`config.mk`:
```
export PLATFORM = sky130hd
export DESIGN_NAME = result_buffer_flat
export DESIGN_NICKNAME = d
export VERILOG_FILES = /design/src/rtl/result_buffer_pkg.sv /design/src/rtl/result_buffer_if.sv /design/src/rtl/result_buffer_flush_ctrl.sv /design/src/rtl/result_buffer.sv /design/src/flat_wrapper.sv
export SDC_FILE = /design/constraint.sdc
export NUM_CORES = 1
export LEC_CHECK = 0
export CAP_MARGIN = 20
export CORE_ASPECT_RATIO = 2
export CORE_MARGIN = 2
export CORE_UTILIZATION = 49
export DETAILED_ROUTE_END_ITERATION = 8
export PLACE_DENSITY = 0.67
export REMOVE_ABC_BUFFERS = 1
export SYNTH_ARGS = -nofsm -noshare
export SYNTH_HDL_FRONTEND = slang
export SYNTH_SLANG_ARGS = --single-unit
```
`constraint.sdc`:
```
create_clock -name ClockIn -period 4.5 [get_ports ClockIn]
set_input_delay 0.45 -clock ClockIn [delete_from_list [all_inputs] [get_ports ClockIn]]
set_output_delay 0.45 -clock ClockIn [all_outputs]
set_load 0.05 [all_outputs]
```
`src/rtl/result_buffer_pkg.sv`:
```
// Shared types and sizes for the result buffer and its flush controller.
package VSTypes;
  localparam int RB_SIZE   = 16;
  localparam int RB_IDX_W  = 4;
  localparam int RB_DATA_W = 32;

  typedef enum logic [1:0] {
    IDLE  = 2'd0,
    FLUSH = 2'd1,
    DONE  = 2'd2
  } RBStateType;

  typedef struct packed {
    logic [RB_DATA_W-1:0] data;
    logic                 valid;
  } RBReadRespType;
endpackage

```
`src/rtl/result_buffer_if.sv`:
```
// Bus bundle of the result buffer: writeback, invalidate, two read ports,
// valid vector, count and flush handshake. master drives, slave is the buffer.
interface result_buffer_if #(
  parameter int RB_DEPTH   = VSTypes::RB_SIZE,
  parameter int DATA_WIDTH = VSTypes::RB_DATA_W
);
  localparam int IW = $clog2(RB_DEPTH);
  localparam int CW = IW + 1;

  logic                  WrEnIn;
  logic [IW-1:0]         WrIdxIn;
  logic [DATA_WIDTH-1:0] WrDataIn;
  logic                  InvEnIn;
  logic [IW-1:0]         InvIdxIn;
  logic                  rs1_RB_ReadEn;
  logic [IW-1:0]         rs1_RB_IdxIn;
  logic                  rs2_RB_ReadEn;
  logic [IW-1:0]         rs2_RB_IdxIn;
  logic [DATA_WIDTH-1:0] Rd1DataOut;
  logic                  Rd1ValidOut;
  logic [DATA_WIDTH-1:0] Rd2DataOut;
  logic                  Rd2ValidOut;
  logic [RB_DEPTH-1:0]   RB_ValidOut;
  logic                  FlushReqIn;
  logic                  BusyOut;
  logic                  FlushDoneOut;
  logic [CW-1:0]         CountOut;

  modport master (
    output WrEnIn, WrIdxIn, WrDataIn, InvEnIn, InvIdxIn,
           rs1_RB_ReadEn, rs1_RB_IdxIn, rs2_RB_ReadEn, rs2_RB_IdxIn, FlushReqIn,
    input  Rd1DataOut, Rd1ValidOut, Rd2DataOut, Rd2ValidOut,
           RB_ValidOut, BusyOut, FlushDoneOut, CountOut
  );

  modport slave (
    input  WrEnIn, WrIdxIn, WrDataIn, InvEnIn, InvIdxIn,
           rs1_RB_ReadEn, rs1_RB_IdxIn, rs2_RB_ReadEn, rs2_RB_IdxIn, FlushReqIn,
    output Rd1DataOut, Rd1ValidOut, Rd2DataOut, Rd2ValidOut,
           RB_ValidOut, BusyOut, FlushDoneOut, CountOut
  );
endinterface

```
`src/rtl/result_buffer_flush_ctrl.sv`:
```
// Flush sequencer: walks cnt over every entry (one clear per cycle),
// then spends one cycle in DONE before returning to IDLE.
module rb_flush_ctrl import VSTypes::*; #(
  parameter  int DEPTH = RB_SIZE,
  localparam int IW    = $clog2(DEPTH)
) (
  input  logic          clk,
  input  logic          rst,
  input  logic          flush_req,
  output RBStateType    state,
  output logic [IW-1:0] cnt,
  output logic          clr_en,
  output logic          busy,
  output logic          done
);
  localparam logic [IW-1:0] LAST = IW'(DEPTH - 1);

  RBStateType    r_state;
  logic [IW-1:0] r_cnt;
  logic          r_busy;
  logic          r_done;

  // State, entry counter and registered handshake outputs.
  always_ff @(posedge clk) begin
    if (rst) begin
      r_state <= IDLE;
      r_cnt   <= '0;
      r_busy  <= 1'b0;
      r_done  <= 1'b0;
    end else begin
      case (r_state)
        IDLE: if (flush_req) begin
          r_state <= FLUSH;
          r_cnt   <= '0;
          r_busy  <= 1'b1;
        end
        FLUSH: begin
          r_cnt <= r_cnt + IW'(1);
          if (r_cnt == LAST) begin
            r_state <= DONE;
            r_done  <= 1'b1;
          end
        end
        DONE: begin
          r_state <= IDLE;
          r_busy  <= 1'b0;
          r_done  <= 1'b0;
        end
        default: begin
          r_state <= IDLE;
          r_busy  <= 1'b0;
          r_done  <= 1'b0;
        end
      endcase
    end
  end

  assign state  = r_state;
  assign cnt    = r_cnt;
  assign clr_en = (r_state == FLUSH);
  assign busy   = r_busy;
  assign done   = r_done;
endmodule

```
`src/rtl/result_buffer.sv`:
```
// Result buffer: RB_DEPTH reusable results with per-entry valid bits,
// two registered read ports, a live-entry count and a sequenced flush.
// Optional feature: define RB_WR_BYPASS_EN to forward a same-cycle write
// to a read of the same index.
module result_buffer import VSTypes::*; #(
  parameter int RB_DEPTH   = RB_SIZE,
  parameter int DATA_WIDTH = RB_DATA_W
) (
  input logic           ClockIn,
  input logic           ResetIn,
  result_buffer_if.slave bus
);
  localparam int IW = $clog2(RB_DEPTH);
  localparam int CW = IW + 1;
`ifdef RB_WR_BYPASS_EN
  localparam bit BYPASS = 1'b1;
`else
  localparam bit BYPASS = 1'b0;
`endif

  logic [DATA_WIDTH-1:0] r_data [RB_DEPTH];
  logic [RB_DEPTH-1:0]   r_valid;
  logic [CW-1:0]         r_count;
  logic [DATA_WIDTH-1:0] r_rd_data [2];
  logic                  r_rd_vld  [2];

  RBStateType    w_state;
  logic [IW-1:0] w_cnt;
  logic          w_clr_en, w_busy, w_done, w_idle;
  logic          w_wr, w_inv, w_inc, w_dec;
  logic          w_ren  [2];
  logic [IW-1:0] w_ridx [2];

  rb_flush_ctrl #(.DEPTH(RB_DEPTH)) u_ctrl (
    .clk(ClockIn), .rst(ResetIn), .flush_req(bus.FlushReqIn),
    .state(w_state), .cnt(w_cnt), .clr_en(w_clr_en),
    .busy(w_busy), .done(w_done)
  );

  // Updates are only accepted while idle; FLUSH and DONE drop them.
  assign w_idle    = (w_state == IDLE);
  assign w_wr      = bus.WrEnIn  & w_idle;
  assign w_inv     = bus.InvEnIn & w_idle;
  assign w_ren[0]  = bus.rs1_RB_ReadEn;
  assign w_ren[1]  = bus.rs2_RB_ReadEn;
  assign w_ridx[0] = bus.rs1_RB_IdxIn;
  assign w_ridx[1] = bus.rs2_RB_IdxIn;

  // Count deltas: a same-index write cancels the invalidate's decrement.
  assign w_inc = w_wr & ~r_valid[bus.WrIdxIn];
  assign w_dec = (w_inv & r_valid[bus.InvIdxIn] &
                  ~(w_wr & (bus.WrIdxIn == bus.InvIdxIn))) |
                 (w_clr_en & r_valid[w_cnt]);

  // Data storage; deliberately not reset.
  always_ff @(posedge ClockIn) begin
    if (w_wr) r_data[bus.WrIdxIn] <= bus.WrDataIn;
  end

  // Valid bits; the write is applied last so it wins over an invalidate.
  always_ff @(posedge ClockIn) begin
    if (ResetIn) begin
      r_valid <= '0;
    end else begin
      if (w_clr_en) r_valid[w_cnt]        <= 1'b0;
      if (w_inv)    r_valid[bus.InvIdxIn] <= 1'b0;
      if (w_wr)     r_valid[bus.WrIdxIn]  <= 1'b1;
    end
  end

  // Live-entry count, saturating at both ends.
  always_ff @(posedge ClockIn) begin
    if (ResetIn)
      r_count <= '0;
    else if (w_inc && !w_dec && r_count != CW'(RB_DEPTH))
      r_count <= r_count + CW'(1);
    else if (w_dec && !w_inc && r_count != '0)
      r_count <= r_count - CW'(1);
  end

  // Registered read ports; data holds when the port is not enabled.
  always_ff @(posedge ClockIn) begin
    for (int p = 0; p < 2; p++) begin
      if (ResetIn) begin
        r_rd_data[p] <= '0;
        r_rd_vld[p]  <= 1'b0;
      end else if (w_ren[p]) begin
        if (BYPASS && w_wr && (bus.WrIdxIn == w_ridx[p])) begin
          r_rd_data[p] <= bus.WrDataIn;
          r_rd_vld[p]  <= 1'b1;
        end else begin
          r_rd_data[p] <= r_data[w_ridx[p]];
          r_rd_vld[p]  <= r_valid[w_ridx[p]] & w_idle;
        end
      end else begin
        r_rd_vld[p] <= 1'b0;
      end
    end
  end

  assign bus.Rd1DataOut   = r_rd_data[0];
  assign bus.Rd1ValidOut  = r_rd_vld[0];
  assign bus.Rd2DataOut   = r_rd_data[1];
  assign bus.Rd2ValidOut  = r_rd_vld[1];
  assign bus.RB_ValidOut  = (w_state == FLUSH) ? '0 : r_valid;
  assign bus.CountOut     = r_count;
  assign bus.BusyOut      = w_busy;
  assign bus.FlushDoneOut = w_done;
endmodule

```
`src/flat_wrapper.sv`:
```
// flat-port wrapper written by rule: the top's interface ports become plain ports
module result_buffer_flat import VSTypes::*;
#(
  parameter int RB_DEPTH   = RB_SIZE,
  parameter int DATA_WIDTH = RB_DATA_W
)
  (ClockIn, ResetIn, bus_WrEnIn, bus_WrIdxIn, bus_WrDataIn, bus_InvEnIn, bus_InvIdxIn, bus_rs1_RB_ReadEn, bus_rs1_RB_IdxIn, bus_rs2_RB_ReadEn, bus_rs2_RB_IdxIn, bus_FlushReqIn, bus_Rd1DataOut, bus_Rd1ValidOut, bus_Rd2DataOut, bus_Rd2ValidOut, bus_RB_ValidOut, bus_BusyOut, bus_FlushDoneOut, bus_CountOut);
  result_buffer_if #(.RB_DEPTH(RB_DEPTH), .DATA_WIDTH(DATA_WIDTH)) bus_i ();
  input logic ClockIn;
  input logic ResetIn;
  input wire logic [$bits(bus_i.WrEnIn)-1:0] bus_WrEnIn;
  input wire logic [$bits(bus_i.WrIdxIn)-1:0] bus_WrIdxIn;
  input wire logic [$bits(bus_i.WrDataIn)-1:0] bus_WrDataIn;
  input wire logic [$bits(bus_i.InvEnIn)-1:0] bus_InvEnIn;
  input wire logic [$bits(bus_i.InvIdxIn)-1:0] bus_InvIdxIn;
  input wire logic [$bits(bus_i.rs1_RB_ReadEn)-1:0] bus_rs1_RB_ReadEn;
  input wire logic [$bits(bus_i.rs1_RB_IdxIn)-1:0] bus_rs1_RB_IdxIn;
  input wire logic [$bits(bus_i.rs2_RB_ReadEn)-1:0] bus_rs2_RB_ReadEn;
  input wire logic [$bits(bus_i.rs2_RB_IdxIn)-1:0] bus_rs2_RB_IdxIn;
  input wire logic [$bits(bus_i.FlushReqIn)-1:0] bus_FlushReqIn;
  output wire logic [$bits(bus_i.Rd1DataOut)-1:0] bus_Rd1DataOut;
  output wire logic [$bits(bus_i.Rd1ValidOut)-1:0] bus_Rd1ValidOut;
  output wire logic [$bits(bus_i.Rd2DataOut)-1:0] bus_Rd2DataOut;
  output wire logic [$bits(bus_i.Rd2ValidOut)-1:0] bus_Rd2ValidOut;
  output wire logic [$bits(bus_i.RB_ValidOut)-1:0] bus_RB_ValidOut;
  output wire logic [$bits(bus_i.BusyOut)-1:0] bus_BusyOut;
  output wire logic [$bits(bus_i.FlushDoneOut)-1:0] bus_FlushDoneOut;
  output wire logic [$bits(bus_i.CountOut)-1:0] bus_CountOut;
  assign bus_i.WrEnIn = bus_WrEnIn;
  assign bus_i.WrIdxIn = bus_WrIdxIn;
  assign bus_i.WrDataIn = bus_WrDataIn;
  assign bus_i.InvEnIn = bus_InvEnIn;
  assign bus_i.InvIdxIn = bus_InvIdxIn;
  assign bus_i.rs1_RB_ReadEn = bus_rs1_RB_ReadEn;
  assign bus_i.rs1_RB_IdxIn = bus_rs1_RB_IdxIn;
  assign bus_i.rs2_RB_ReadEn = bus_rs2_RB_ReadEn;
  assign bus_i.rs2_RB_IdxIn = bus_rs2_RB_IdxIn;
  assign bus_i.FlushReqIn = bus_FlushReqIn;
  assign bus_Rd1DataOut = bus_i.Rd1DataOut;
  assign bus_Rd1ValidOut = bus_i.Rd1ValidOut;
  assign bus_Rd2DataOut = bus_i.Rd2DataOut;
  assign bus_Rd2ValidOut = bus_i.Rd2ValidOut;
  assign bus_RB_ValidOut = bus_i.RB_ValidOut;
  assign bus_BusyOut = bus_i.BusyOut;
  assign bus_FlushDoneOut = bus_i.FlushDoneOut;
  assign bus_CountOut = bus_i.CountOut;
  result_buffer #(.RB_DEPTH(RB_DEPTH), .DATA_WIDTH(DATA_WIDTH)) u_core (.ClockIn(ClockIn), .ResetIn(ResetIn), .bus(bus_i));
endmodule
```
==> results.md, run 1 <==
- Status: finished, final reports clean
- Largest delay share family, worst path: multiplexers
- Max Fanout on Critical Path: 10
- Fin cells: 2277
- Initial Util: 0.495
- Post-DRT Antenna Nets: 0
- RSZ-0062 raised after global routing: false
- Number of hold violations in the final report: 0
- CTS resizes: 0
- Seq/Total Area, Yosys: 0.645
- Layout cells sized above 1: 0.331
- Post-synthesis compound-gate area fraction: 0.00927
- Post-Synth XOR/XNOR Area: 0.00189
- Register area: 17900 um2
- Main flop type after synthesis: edfxtp_1
- Most common cell in the netlist: edfxtp_1
- Core area: 56200 um2
- Clock insertion delay at the later pin of the skew report: 0.59 ns
- Post-Synthesis Cells: 1335
- # setup viols final: 0
- Final net count: 1547
- Hold-fix buffers, CTS: 0
- Worst Hold Class: flop to flop
- Flops & latches, synth: 607
- PD cells: 383 nW/um2
- Grt ovf: 0
- Clock root cell: clkbuf_16
- Via/cell ratio: 6.39
- Mean area per synthesized cell: 20.8 um2
- Power Total: 12.3 mW
- Mux cell area share after synthesis: 0.282
- H-tree depth reported by CTS: 2
- Period minus WS final: 3.55 ns
- Post-Synth Adder-Cell Area: 0.00387
- Max incr delay on CP: 0.61 ns
- First-pass GRT wire length: 104000 um
- # DRC: 0
- Crit Path Category: flop to flop
- Num rows: 123
- CTS tree: yes
- Slowest-stage cell, CP: mux4_1
- Crit path top cell by count: a21o_1
- Pins over their slew limit: 0
- Largest net degree at the start of global routing: 57
- Number of flops mapped to enable cells by yosys: 578
- Post-DP HPWL: 42700 um
- Leakage: 10.1 nW
- Worst Path Buf+Inv: 0
- Fillers: 4155
- Max Fclk: 282 MHz
- Clk slew on worst S/H paths: 0.07 ns
- Setup Buffers After CTS: 0
- I/O pins: 144
- Peak supply drop: 0.000332 V
- Worst EP required: 4.96 ns
- Post-synthesis cell type count: 42
- Post-synth top area share: 0.624
- # clock sinks: 607
- Leading area contributor after synthesis: edfxtp_1
- Chip width: 172 um
- Ys Warns: 0
- 1st-iter DRT viols: 1278
- Largest family of logic cells by synthesized area: multiplexers
- Worst Clk Skew: 0.0179 ns
- Setup TNS: 0 ns
- Max Cap Viol: 0
- CP Launch Type: flop
- Post-synthesis cell area: 27800 um2
- Area Overhead vs Synth: 15.1%
- Slew Limit Headroom: 0.232
- Multi-input gate area: 9460 um2
- Overall global routing resource usage: 0.251
- Longest Clk Path Bufs: 3
- Port-buffer cells: 143
- Die H: 341 um
- Ys async rst share: 0
- Num CTS Buffers: 53
- DR pass1 iterations: 5
- Crit path cell chain: mux4_1 > a22oi_1 > a31oi_1 > a21oi_4 > nand2_1 > fa_1 > a21o_1 > a21o_1 > and3_1 > mux2i_1 > mux2_2
- Initial antenna violation count: 4
- WL/cell: 31.5 um
- Vias in the first global route: 15800
- Slew @ Worst Pin: 1.15 ns
- Via Count: 14600
- Total Wirelength: 71700 um
- Final Cycle Share: 0.789
- Synth Area in Simple Gates: 0.0401
- Crit path DAT: 4.01 ns
- Top cells by area, synth: edfxtp_1 (62%), mux4_2 (27%), dfxtp_1 (2.1%), nor2b_1 (1.7%), clkbuf_1 (0.90%)
- Die area: 58800 um2
- Top post-synthesis cells by count: edfxtp_1 (578), mux4_2 (339), nor2b_1 (75)
- Dpl cells: 2179
- RePlAce Congestion: 0.918
- Critical path capture point type: flop
==> path summary, 6_finish.rpt <==
kind / slack (ns) / start / cells after the start / end
max: 0.95 / u_core.u_ctrl.cnt[0] / 11 / u_core.bus.CountOut[4]
min: 0.51 / u_core.u_ctrl.done / 2 / u_core.u_ctrl.done
max reg2reg: 0.95 / u_core.u_ctrl.cnt[0] / 11 / u_core.bus.CountOut[4]
min reg2reg: 0.51 / u_core.u_ctrl.done / 2 / u_core.u_ctrl.done
==> kinds of logic (layout without fill, tap and decap cells) <==
group | count (synthesis) | after routing
AOI/OAI and AO/OA | 38 | 38
and+or+nand+nor | 206 | 206
xor gates and xnor gates | 6 | 6
other | 1 | 3
muxes | 355 | 355
buffers and inverters | 114 | 304
adders and majority gates | 8 | 8
DFF | 607 | 607
==> through the flow <==
step / utilization / worst slack [ns] / hold slack (ns) / area, um2
after global routing: 0.570 / 0.747 / 0.531 / 32000
after floorplan: - / 0.713 / 0.504 / 27400
after CTS: 0.570 / 0.954 / 0.512 / 32000
final: 0.570 / 0.951 / 0.509 / 32000
after detailed placement: 0.539 / 0.520 / 0.498 / 30300
after global placement: 0.539 / 0.558 / 0.484 / 30300
==> worst min-delay path: stages (launching register included) <==
cell     delay, ns
dfxtp_1       0.31
nor2_1        0.10
nor3_1        0.05
==> flip-flops by register name, summed over array words and instances, names as in the netlist <==
name / flops
u_core.r_rd_data: 64
u_core.r_data: 512
u_core.r_rd_vld: 2
u_core.u_ctrl.cnt: 4
u_core.u_ctrl.state: 2
u_core.r_valid: 16
u_core.u_ctrl.done: 1
u_core.u_ctrl.busy: 1
u_core.bus.CountOut: 5
==> layout by cell type (no fill, tap or decap), types with 4 or more instances in the layout <==
| master | instances |
|---|---|
| nor3_1 | 7 |
| nor2_1 | 27 |
| inv_1 | 4 |
| bufinv_16 | 6 |
| nor2_4 | 6 |
| clkinv_1 | 9 |
| edfxtp_1 | 578 |
| buf_4 | 47 |
| a21oi_1 | 10 |
| xor2_1 | 4 |
| nand2_1 | 34 |
| buf_12 | 8 |
| clkinvlp_4 | 4 |
| ha_1 | 7 |
| a22oi_1 | 4 |
| nor2b_1 | 75 |
| and2_1 | 19 |
| clkinv_2 | 8 |
| a31oi_1 | 11 |
| mux2i_1 | 7 |
| clkdlybuf4s50_1 | 135 |
| mux4_2 | 339 |
| buf_2 | 4 |
| inv_2 | 7 |
| a21o_1 | 4 |
| dfxtp_1 | 29 |
| o211ai_1 | 6 |
| nand2b_1 | 9 |
| nand3_1 | 6 |
| clkbuf_8 | 5 |
| clkbuf_1 | 11 |
| clkbuf_16 | 53 |
| mux2_2 | 5 |
==> routing by layer <==
metal	wire, um	GRT usage	part of all wire
met3	4060	0.0370	0.057
met5	39	0	0.00054
met4	3380	0.115	0.047
met1	25300	0.300	0.35
met2	38900	0.446	0.54
==> power breakdown <==
group | switching (mW) | internal [mW]
logic | 0.733 | 0.567
clock network | 2.04 | 2.57
registers | 0.0511 | 6.30
total | 2.83 | 9.43
==> layout make-up <==
| cell class | instances | share of cell area |
|---|---|---|
| antenna | 1 | 0.0000782 |
| clock buffer | 67 | 0.0440 |
| clock inverter | 30 | 0.00993 |
| inverter | 11 | 0.00129 |
| multi-input combinational | 615 | 0.295 |
| sequential | 607 | 0.560 |
| tap | 750 | 0.0293 |
| timing repair buffer | 196 | 0.0597 |
(Power assumes the default switching activity.)
==> inputs of run 2 (changes only) <==
==> constraint.sdc (replaced) <==
create_clock -name ClockIn -period 3.27 [get_ports ClockIn]
set_input_delay 0.327 -clock ClockIn [delete_from_list [all_inputs] [get_ports ClockIn]]
set_output_delay 0.327 -clock ClockIn [all_outputs]
set_load 0.05 [all_outputs]
==> run 2 against run 1 <==
Net effect: routed wire length rose by 3.2%; first-iteration DRC count fell by 0.55%; global-route usage rose by 0.90 points; cell count rose by 2.0%; largest power group unchanged; register-to-register slack got worse by 0.83 ns.
==> results.md, run 2 (synthesis results as in run 1) <==
- Num CTS Buffers: 54 (+1.9%)
- H-tree depth reported by CTS: 2 (unchanged)
- Slowest-stage cell, CP: mux4_1
- WP depth: 12 (+1)
- Peak supply drop: 0.000458 V (+38%)
- Clk slew on worst S/H paths: 0.06 ns (about the same)
- Setup TNS: 0 ns (unchanged)
- Max Fanout on Critical Path: 5 (-5)
- Multi-input gate area: 9510 um2 (+0.53%)
- Max Fclk: 317 MHz (+13%)
- Leakage: 10.4 nW (+3.0%)
- Reg2reg path depth: 12 (+1)
- Final Cycle Share: 0.964 (+0.175)
- Largest net degree at the start of global routing: 65 (+14%)
- Post-place setup slack: -0.726 ns (-1.25 ns)
- Overall global routing resource usage: 0.260 (+0.00897)
- Worst EP required: 3.75 ns (-1.21 ns)
- Finished Core Util: 0.581 (+0.0114)
- Worst Path Buf+Inv: 1 (+1)
- Chip width: 172 um (unchanged)
- Max Cap Viol: 0 (unchanged)
- Clock root cell: clkbuf_16
- Leading registers by flop count: u_core.r_data (512), u_core.r_rd_data (64), u_core.r_valid (16)
- Crit Path Category: flop to flop
- Post-DRT Antenna Nets: 0 (unchanged)
- I/O pins: 144 (unchanged)
- Status: finished, final reports clean
- Post-DP HPWL: 45800 um (+7.5%)
- PD cells: 515 nW/um2 (+35%)
- Initial Util: 0.495 (unchanged)
- Clock insertion delay at the later pin of the skew report: 0.61 ns (+0.02 ns)
- Area Overhead vs Synth: 17.4%
- RSZ-0062 raised after global routing: false
- Crit path DAT: 3.64 ns (-0.37 ns)
- CP Launch Type: flop
- Area post-placement: 30900 um2 (+2.0%)
- Max incr delay on CP: 0.63 ns (+0.02 ns)
- Total Wirelength: 74000 um (+3.2%)
- Num rows: 123 (unchanged)
- Most frequent cells in the layout: edfxtp_1 (578), mux4_2 (339), clkdlybuf4s50_1 (135)
- Dpl cells: 2220 (+1.9%)
- Worst Clk Skew: 0.0139 ns (-0.00399 ns)
- Die H: 341 um (unchanged)
- Fin worst setup slack: 0.117 ns (-0.834 ns)
- Commonest non-fill, non-tap cell in the layout: edfxtp_1
- Fin cells: 2322 (+2.0%)
- DR pass1 iterations: 5 (unchanged)
- CTS tree: yes
- Layout cells sized above 1: 0.355 (+0.0238)
- Longest Clk Path Bufs: 3 (unchanged)
- Pins over their slew limit: 0 (unchanged)
- Fillers: 4118 (-0.89%)
- # setup viols final: 0 (unchanged)
- Vias in the first global route: 16100 (+2.2%)
- First-pass GRT wire length: 107000 um (+3.5%)
- Worst Hold Class: primary input to flop
- Crit path cell chain: buf_12 > mux4_1 > nand3_1 > a31oi_2 > a21oi_4 > nand2_2 > fa_2 > a21o_1 > a21o_1 > and3_1 > mux2i_1 > mux2_2
- Final net count: 1590 (+2.8%)
- Slew Limit Headroom: 0.311 (+0.0788)
- Worst hold slack: 0.381 ns (-0.128 ns)
- RePlAce Congestion: 0.942 (+2.6%)
- # DRC: 0 (unchanged)
- Final instance area: 32700 um2 (+2.0%)
- Port-buffer cells: 143 (unchanged)
- 1st-iter DRT viols: 1271 (-0.55%)
- Grt ovf: 0 (unchanged)
- Initial antenna violation count: 5 (+1)
- Slew @ Worst Pin: 1.03 ns (-0.120 ns)
- Top reg by flops: u_core.r_data
- Register area: 17900 um2 (about the same)
- Critical path capture point type: flop
- Core area: 56200 um2 (unchanged)
- WL/cell: 31.9 um (+1.2%)
- Crit path top cell by count: a21o_1
- Hold Path Stages: 3 (+1)
- Largest delay share family, worst path: multiplexers
- Die area: 58800 um2 (unchanged)
- Via Count: 14800 (+1.5%)
- Number of hold violations in the final report: 0 (unchanged)
- Max FFs per register: 512 (unchanged)
- Via/cell ratio: 6.36 (-0.49%)
- Period minus WS final: 3.15 ns (-0.396 ns)
- # clock sinks: 607 (unchanged)
- Power Total: 16.8 mW (+37%)
-- run 2: changes by cell type in the layout (fill, tap and decap cells not counted), sizes merged --
cell / previous run / this run
buf: 59 / 101
clkbuf: 69 / 68
clkinvlp: 4 / 3
clkinv: 20 / 28
diode: 1 / 2
bufinv: 6 / 2
-- run 2: cell type report --
cell class                      instances  area share
Inverter                               11     0.00126
Tap cell                              750      0.0287
Clock inverter                         33     0.00724
Timing Repair Buffer                  238      0.0774
Multi-Input combinational cell        615       0.291
Sequential cell                       607       0.549
Antenna cell                            2    0.000153
Clock buffer                           66      0.0447
-- run 2: worst min-delay path: stages --
cell	delay, ns
clkdlybuf4s50_1	0.43
nor2_1	0.12
nor4_1	0.06
-- run 2: repair_timing --
action / 4_1_cts / 5_1_grt
hold buffers: 0 / 0
pin swaps: 1 / 0
buffers inserted: 0 / 1
gates resized for setup: 8 / 4
endpoints found under the setup margin: 1 / 1
-- run 2: layer usage --
layer,up-vias,track usage,part of all wire
met5,-,0,0.00050
met4,6,0.117,0.049
met3,176,0.0288,0.055
met2,646,0.475,0.56
met1,7863,0.305,0.34
li1,6081,-,-
-- run 2: final timing paths --
path,start,endpoint,slack [ns]
min,bus_FlushReqIn,u_core.u_ctrl.state[0],0.38
max,u_core.u_ctrl.cnt[0],u_core.bus.CountOut[4],0.12
min reg2reg,u_core.u_ctrl.done,u_core.u_ctrl.done,0.50
max reg2reg,u_core.u_ctrl.cnt[0],u_core.bus.CountOut[4],0.12
-- run 2: report_power, final --
part / leakage [nW] / internal, mW / total (mW) / switching [mW]
Combinational: 4.02 / 0.852 / 1.89 / 1.04
Clock: 0.825 / 3.34 / 6.20 / 2.86
Sequential: 5.58 / 8.67 / 8.74 / 0.0747
Total: 10.4 / 12.9 / 16.8 / 3.97
==> inputs of run 3 (changes only) <==
--- a/config.mk
+++ b/config.mk
@@ -8,9 +8,8 @@
 export CAP_MARGIN = 20
 export CORE_ASPECT_RATIO = 2
 export CORE_MARGIN = 2
-export CORE_UTILIZATION = 49
+export CORE_UTILIZATION = 40
 export DETAILED_ROUTE_END_ITERATION = 8
-export PLACE_DENSITY = 0.67
 export REMOVE_ABC_BUFFERS = 1
 export SYNTH_ARGS = -nofsm -noshare
 export SYNTH_HDL_FRONTEND = slang
==> run 3 against run 2 <==
Net effect: die area grew 22%; core utilization shrank 10 points; clock skew grew 0.0032 ns; largest power group unchanged; combinational power is essentially flat; power grew 1.9%; critical endpoint unchanged; sequential cell count is the same; clock power grew 5.5%; maximum frequency shrank 0.20%; worst setup slack lost 0.0064 ns; register-to-register slack is essentially flat; first-iteration DRC count shrank 1.1%.
==> results.md, run 3 (synthesis results as in run 1) <==
- Most frequent cells in the layout: edfxtp_1 (578), mux4_2 (339), clkdlybuf4s50_1 (135)
- Total Wirelength: 75500 um (+2.1%)
- Max Fclk: 317 MHz (-0.20%)
- Met3 WL post-DR: 3880 um (-5.1%)
- Period minus WS final: 3.16 ns (+0.00637 ns)
- Setup Buffers After CTS: 0 (unchanged)
- WL/cell: 30.7 um (-3.6%)
- Num rows: 136 (+11%)
- # clock sinks: 607 (unchanged)
- Clock root cell: clkbuf_16
- Setup TNS: 0 ns (unchanged)
- 1st-iter DRT viols: 1257 (-1.1%)
- PD cells: 523 nW/um2 (+1.4%)
- # DRC: 0 (unchanged)
- CTS tree: yes
- Worst hold slack: 0.383 ns (+0.00209 ns)
- Area Overhead vs Synth: 18.0%
- Core area: 68700 um2 (+22%)
- Worst Clk Skew: 0.0171 ns (+0.00321 ns)
- Layout cells sized above 1: 0.347 (-0.00737)
- Number of hold violations in the final report: 0 (unchanged)
- Post-DRT Antenna Nets: 0 (unchanged)
- DR pass1 iterations: 5 (unchanged)
- CP Launch Type: flop
- Top sig layer: met5
- Finished Core Util: 0.477 (-0.104)
- Worst Hold Class: primary input to flop
- Num CTS Buffers: 55 (+1.9%)
- Worst EP required: 3.75 ns (about the same)
- Critical path capture point type: flop
- Slew @ Worst Pin: 0.852 ns (-0.180 ns)
- I/O pins: 144 (unchanged)
- Fin cells: 2460 (+5.9%)
- Crit Path Category: flop to flop
- Via/cell ratio: 5.98 (-6.0%)
- # diodes: 0 (-2)
- Fin worst setup slack: 0.111 ns (-0.00637 ns)
- Max Fanout on Critical Path: 6 (+1)
- Longest Clk Path Bufs: 3 (unchanged)
- Top reg by flops: u_core.r_data
- Crit path DAT: 3.64 ns (about the same)
- Hold-fix buffers, CTS: 0 (unchanged)
- Peak supply drop: 0.000384 V (-16%)
- Initial antenna violation count: 1 (-4)
- Leakage: 10.4 nW (about the same)
- Grt ovf: 0 (unchanged)
- Largest net degree at the start of global routing: 43 (-34%)
- Initial Util: 0.404 (-0.0905)
- Met2 wire len: 41400 um (+0.64%)
- Chip width: 190 um (+10%)
- # setup viols final: 0 (unchanged)
- Slew Limit Headroom: 0.432 (+0.121)
- Final Cycle Share: 0.966 (+0.00195)
- Metal-1 WL: 27800 um (+11%)
- Clock insertion delay at the later pin of the skew report: 0.60 ns (about the same)
- RePlAce Congestion: 0.895 (-5.0%)
- H-tree depth reported by CTS: 2 (unchanged)
- Port-buffer cells: 143 (unchanged)
- Commonest non-fill, non-tap cell in the layout: edfxtp_1
- Vias in the first global route: 16000 (-0.94%)
- Max FFs per register: 512 (unchanged)
- Leading registers by flop count: u_core.r_data (512), u_core.r_rd_data (64), u_core.r_valid (16)
- Via Count: 14700 (-0.45%)
- Dpl cells: 2357 (+6.2%)
- Clk slew on worst S/H paths: 0.07 ns (about the same)
- Overall global routing resource usage: 0.215 (-0.0448)
- Final net count: 1580 (-0.63%)
- Die H: 377 um (+11%)
- First-pass GRT wire length: 110000 um (+2.6%)
- Status: finished, final reports clean
- Die area: 71800 um2 (+22%)
- Pins over their slew limit: 0 (unchanged)
- Max Cap Viol: 0 (unchanged)
- Post-DP HPWL: 44600 um (-2.7%)
- Post-place setup slack: -0.428 ns (+0.298 ns)
==> run 3: changes by cell type in the layout (fill, tap and decap cells not counted), moves of 2 or more <==
cell,previous run,this run
mux2i_4,2,0
dfxtp_1,26,28
buf_4,65,51
dfxtp_2,3,0
buf_6,0,2
inv_6,0,2
bufinv_16,2,5
clkinv_1,13,9
clkbuf_1,9,12
mux2i_1,5,7
clkinv_2,9,11
diode_2,2,0
==> run 3: worst max-delay path: stages, from the launching register on <==
cell     delay (ns)
dfxtp_4        0.40
mux4_1         0.55
a22oi_1        0.17
a31oi_1        0.17
a21oi_4        0.20
nand2_2        0.11
fa_1           0.41
a21o_1         0.20
a21o_1         0.18
and3_1         0.17
mux2i_1        0.14
mux2_2         0.34
==> run 3: where the power goes <==
part	switching, mW	total, mW	internal (mW)
logic	1.04	1.88	0.842
clock network	2.91	6.54	3.62
registers	0.0700	8.73	8.66
==> run 3: worst paths after layout <==
| kind | depth (start not counted) | end | from | slack, ns |
|---|---|---|---|---|
| setup / recovery | 11 | u_core.bus.CountOut[4] | u_core.u_ctrl.cnt[0] | 0.11 |
| hold reg to reg | 2 | u_core.u_ctrl.done | u_core.u_ctrl.done | 0.51 |
| setup reg to reg | 11 | u_core.bus.CountOut[4] | u_core.u_ctrl.cnt[0] | 0.11 |
| hold / removal | 3 | u_core.u_ctrl.busy | bus_FlushReqIn | 0.38 |
==> run 3: area by class of cell <==
class,instances,area (um2)
Multi-Input combinational cell,615,9460
Fill cell,5734,35900
Clock inverter,33,307
Clock buffer,70,1490
Tap cell,897,1120
Inverter,11,41.3
Sequential cell,607,17900
Timing Repair Buffer,227,2460
==> run 3: metrics by stage <==
stage               area [um2]  total power [mW]
global route             32800              17.7
CTS                      32800              17.3
detailed placement       31000              10.8
finish                   32800              17.2
floorplan                27400              9.90
global placement         31000              10.8
==> run 3: repair_timing <==
action	4_1_cts	5_1_grt
endpoints found under the setup margin	1	1
resized for setup	1	2
hold endpoints to repair	0	0
pin swaps	0	0
==> run 3: routing by layer <==
| metal | track usage | vias to the layer above |
|---|---|---|
| met3 | 0.0265 | 132 |
| li1 | - | 6055 |
| met2 | 0.396 | 533 |
| met4 | 0.0733 | 2 |
| met1 | 0.259 | 7983 |
| met5 | 0 | - |
==> RTL edit, RTL diff (config.mk and constraints of run 2) <==
`RB_DATA_W`: 32 -> 64.
--- a/src/rtl/result_buffer_pkg.sv
+++ b/src/rtl/result_buffer_pkg.sv
@@ -3,5 +3,5 @@
   localparam int RB_SIZE   = 16;
   localparam int RB_IDX_W  = 4;
-  localparam int RB_DATA_W = 32;
+  localparam int RB_DATA_W = 64;
 
   typedef enum logic [1:0] {
Interface: changed (resized bus_Rd1DataOut, bus_Rd2DataOut and bus_WrDataIn); port bits go from 144 to 240. No check against the original RTL was run, so the function may have changed too.
==> RTL edit against run 2 <==
Via count increased by 89%. Combinational power is 80% higher. Total power rose by 96%. Sequential cell count rose by 576. Critical path depth decreased by 1. Area after synthesis up 91%. Die area grew 89%. Cell area increased by 90%. Cell count grew 79%. Sequential share of layout area is 1.9 points higher. Setup slack lost 0.026 ns. Routed wire length grew 93%. Global-route usage up 0.11 points. Critical path type unchanged. Critical endpoint unchanged.
==> RTL edit: results (changes against run 2) <==
[timing]
hold_slack_ns=0.277  ; -0.104 ns
fin_crit_sh=0.972  ; +0.00797

[grt]
grt.total_usage=0.261  ; +0.00106
antenna_found_initial=14  ; +9
grt_pass1_vias=30200  ; +87%
use_met2=0.459  ; -0.0167
use_met3=0.0462  ; +0.0175
gr-usage-met1=0.326  ; +0.0207

[finish]
multi_input_area_share=0.276  ; -0.0150
nNetsFinal=2784  ; +75%
drive_gt1_frac=0.361  ; +0.00604
seq_area_frac=0.569  ; +0.0195
antenna_cells=6  ; +4
top_regs=u_core.r_data (1024), u_core.r_rd_data (128), u_core.r_valid (16)
utilization=0.577  ; -0.00465
clock_cell_area_share=0.0549  ; +0.00294
nMultiInputCombCells=999  ; +62%

[placed_design]
post-place-ws_ns=-0.476  ; +0.249 ns
place.gp.congestion=0.878  ; -6.8%
io_buffers=239  ; +67%

[route]
viasPerCell=6.71  ; +5.5%
vias=27900  ; +89%

[pwr]
p_per_area_nw_per_um2=532  ; +3.2%
p_leak_nw=19.5  ; +87%

[critical_path]
worstPathMaxFanout=7  ; +2
crit_start=u_core.r_valid[2]
r2r_cells=11  ; -1
cpMaxStageDelayCell=mux4_2

[clock_network]
cts.htree.levels=3  ; +1

[synthesis]
synthCells=2371  ; +78%
synthXorXnorAreaFrac=0.000991  ; -0.000899
synthTopCellsByArea=edfxtp_1 (65%), mux4_2 (28%), nor2b_1 (1.6%), dfxtp_1 (1.1%), clkbuf_1 (0.75%)
synthAdderAreaFrac=0.00203  ; -0.00184
synth_common_cells=edfxtp_1 (1154), mux4_2 (659), nor2b_1 (139)

[outcome]
status=completed

==> RTL edit: changes by cell type in the layout (fill, tap and decap cells not counted), moves of 8 or more <==
cell / delta
nor2b_1: +64
edfxtp_1: +576
clkinv_2: +8
buf_12: +36
clkdlybuf4s50_1: +96
buf_4: +22
bufinv_16: +11
clkinv_1: +8
clkbuf_1: +14
mux4_2: +320
clkbuf_16: +49
==> RTL edit: critical path: cells and delay by family, from the launching register on <==
family                   cells  cell delay, ns
AO/OA/AOI/OAI                3            0.63
flip-flops                   1            0.42
AND/OR/NAND/NOR              3            0.47
adder cells (fa/ha/maj)      1            0.41
multiplexers                 4            1.14
==> RTL edit: repair_timing <==
item / in CTS / in global routing
gates cloned: 0 / 0
setup endpoints to repair: 1 / 2
resized for setup: 1 / 7
==> RTL edit: power by group <==
part	total [mW]	internal, mW	switching, mW	leakage [nW]
registers	17.1	16.9	0.128	10.9
logic	3.41	1.52	1.89	6.97
clock network	12.5	6.98	5.52	1.65
total	33.0	25.4	7.53	19.5
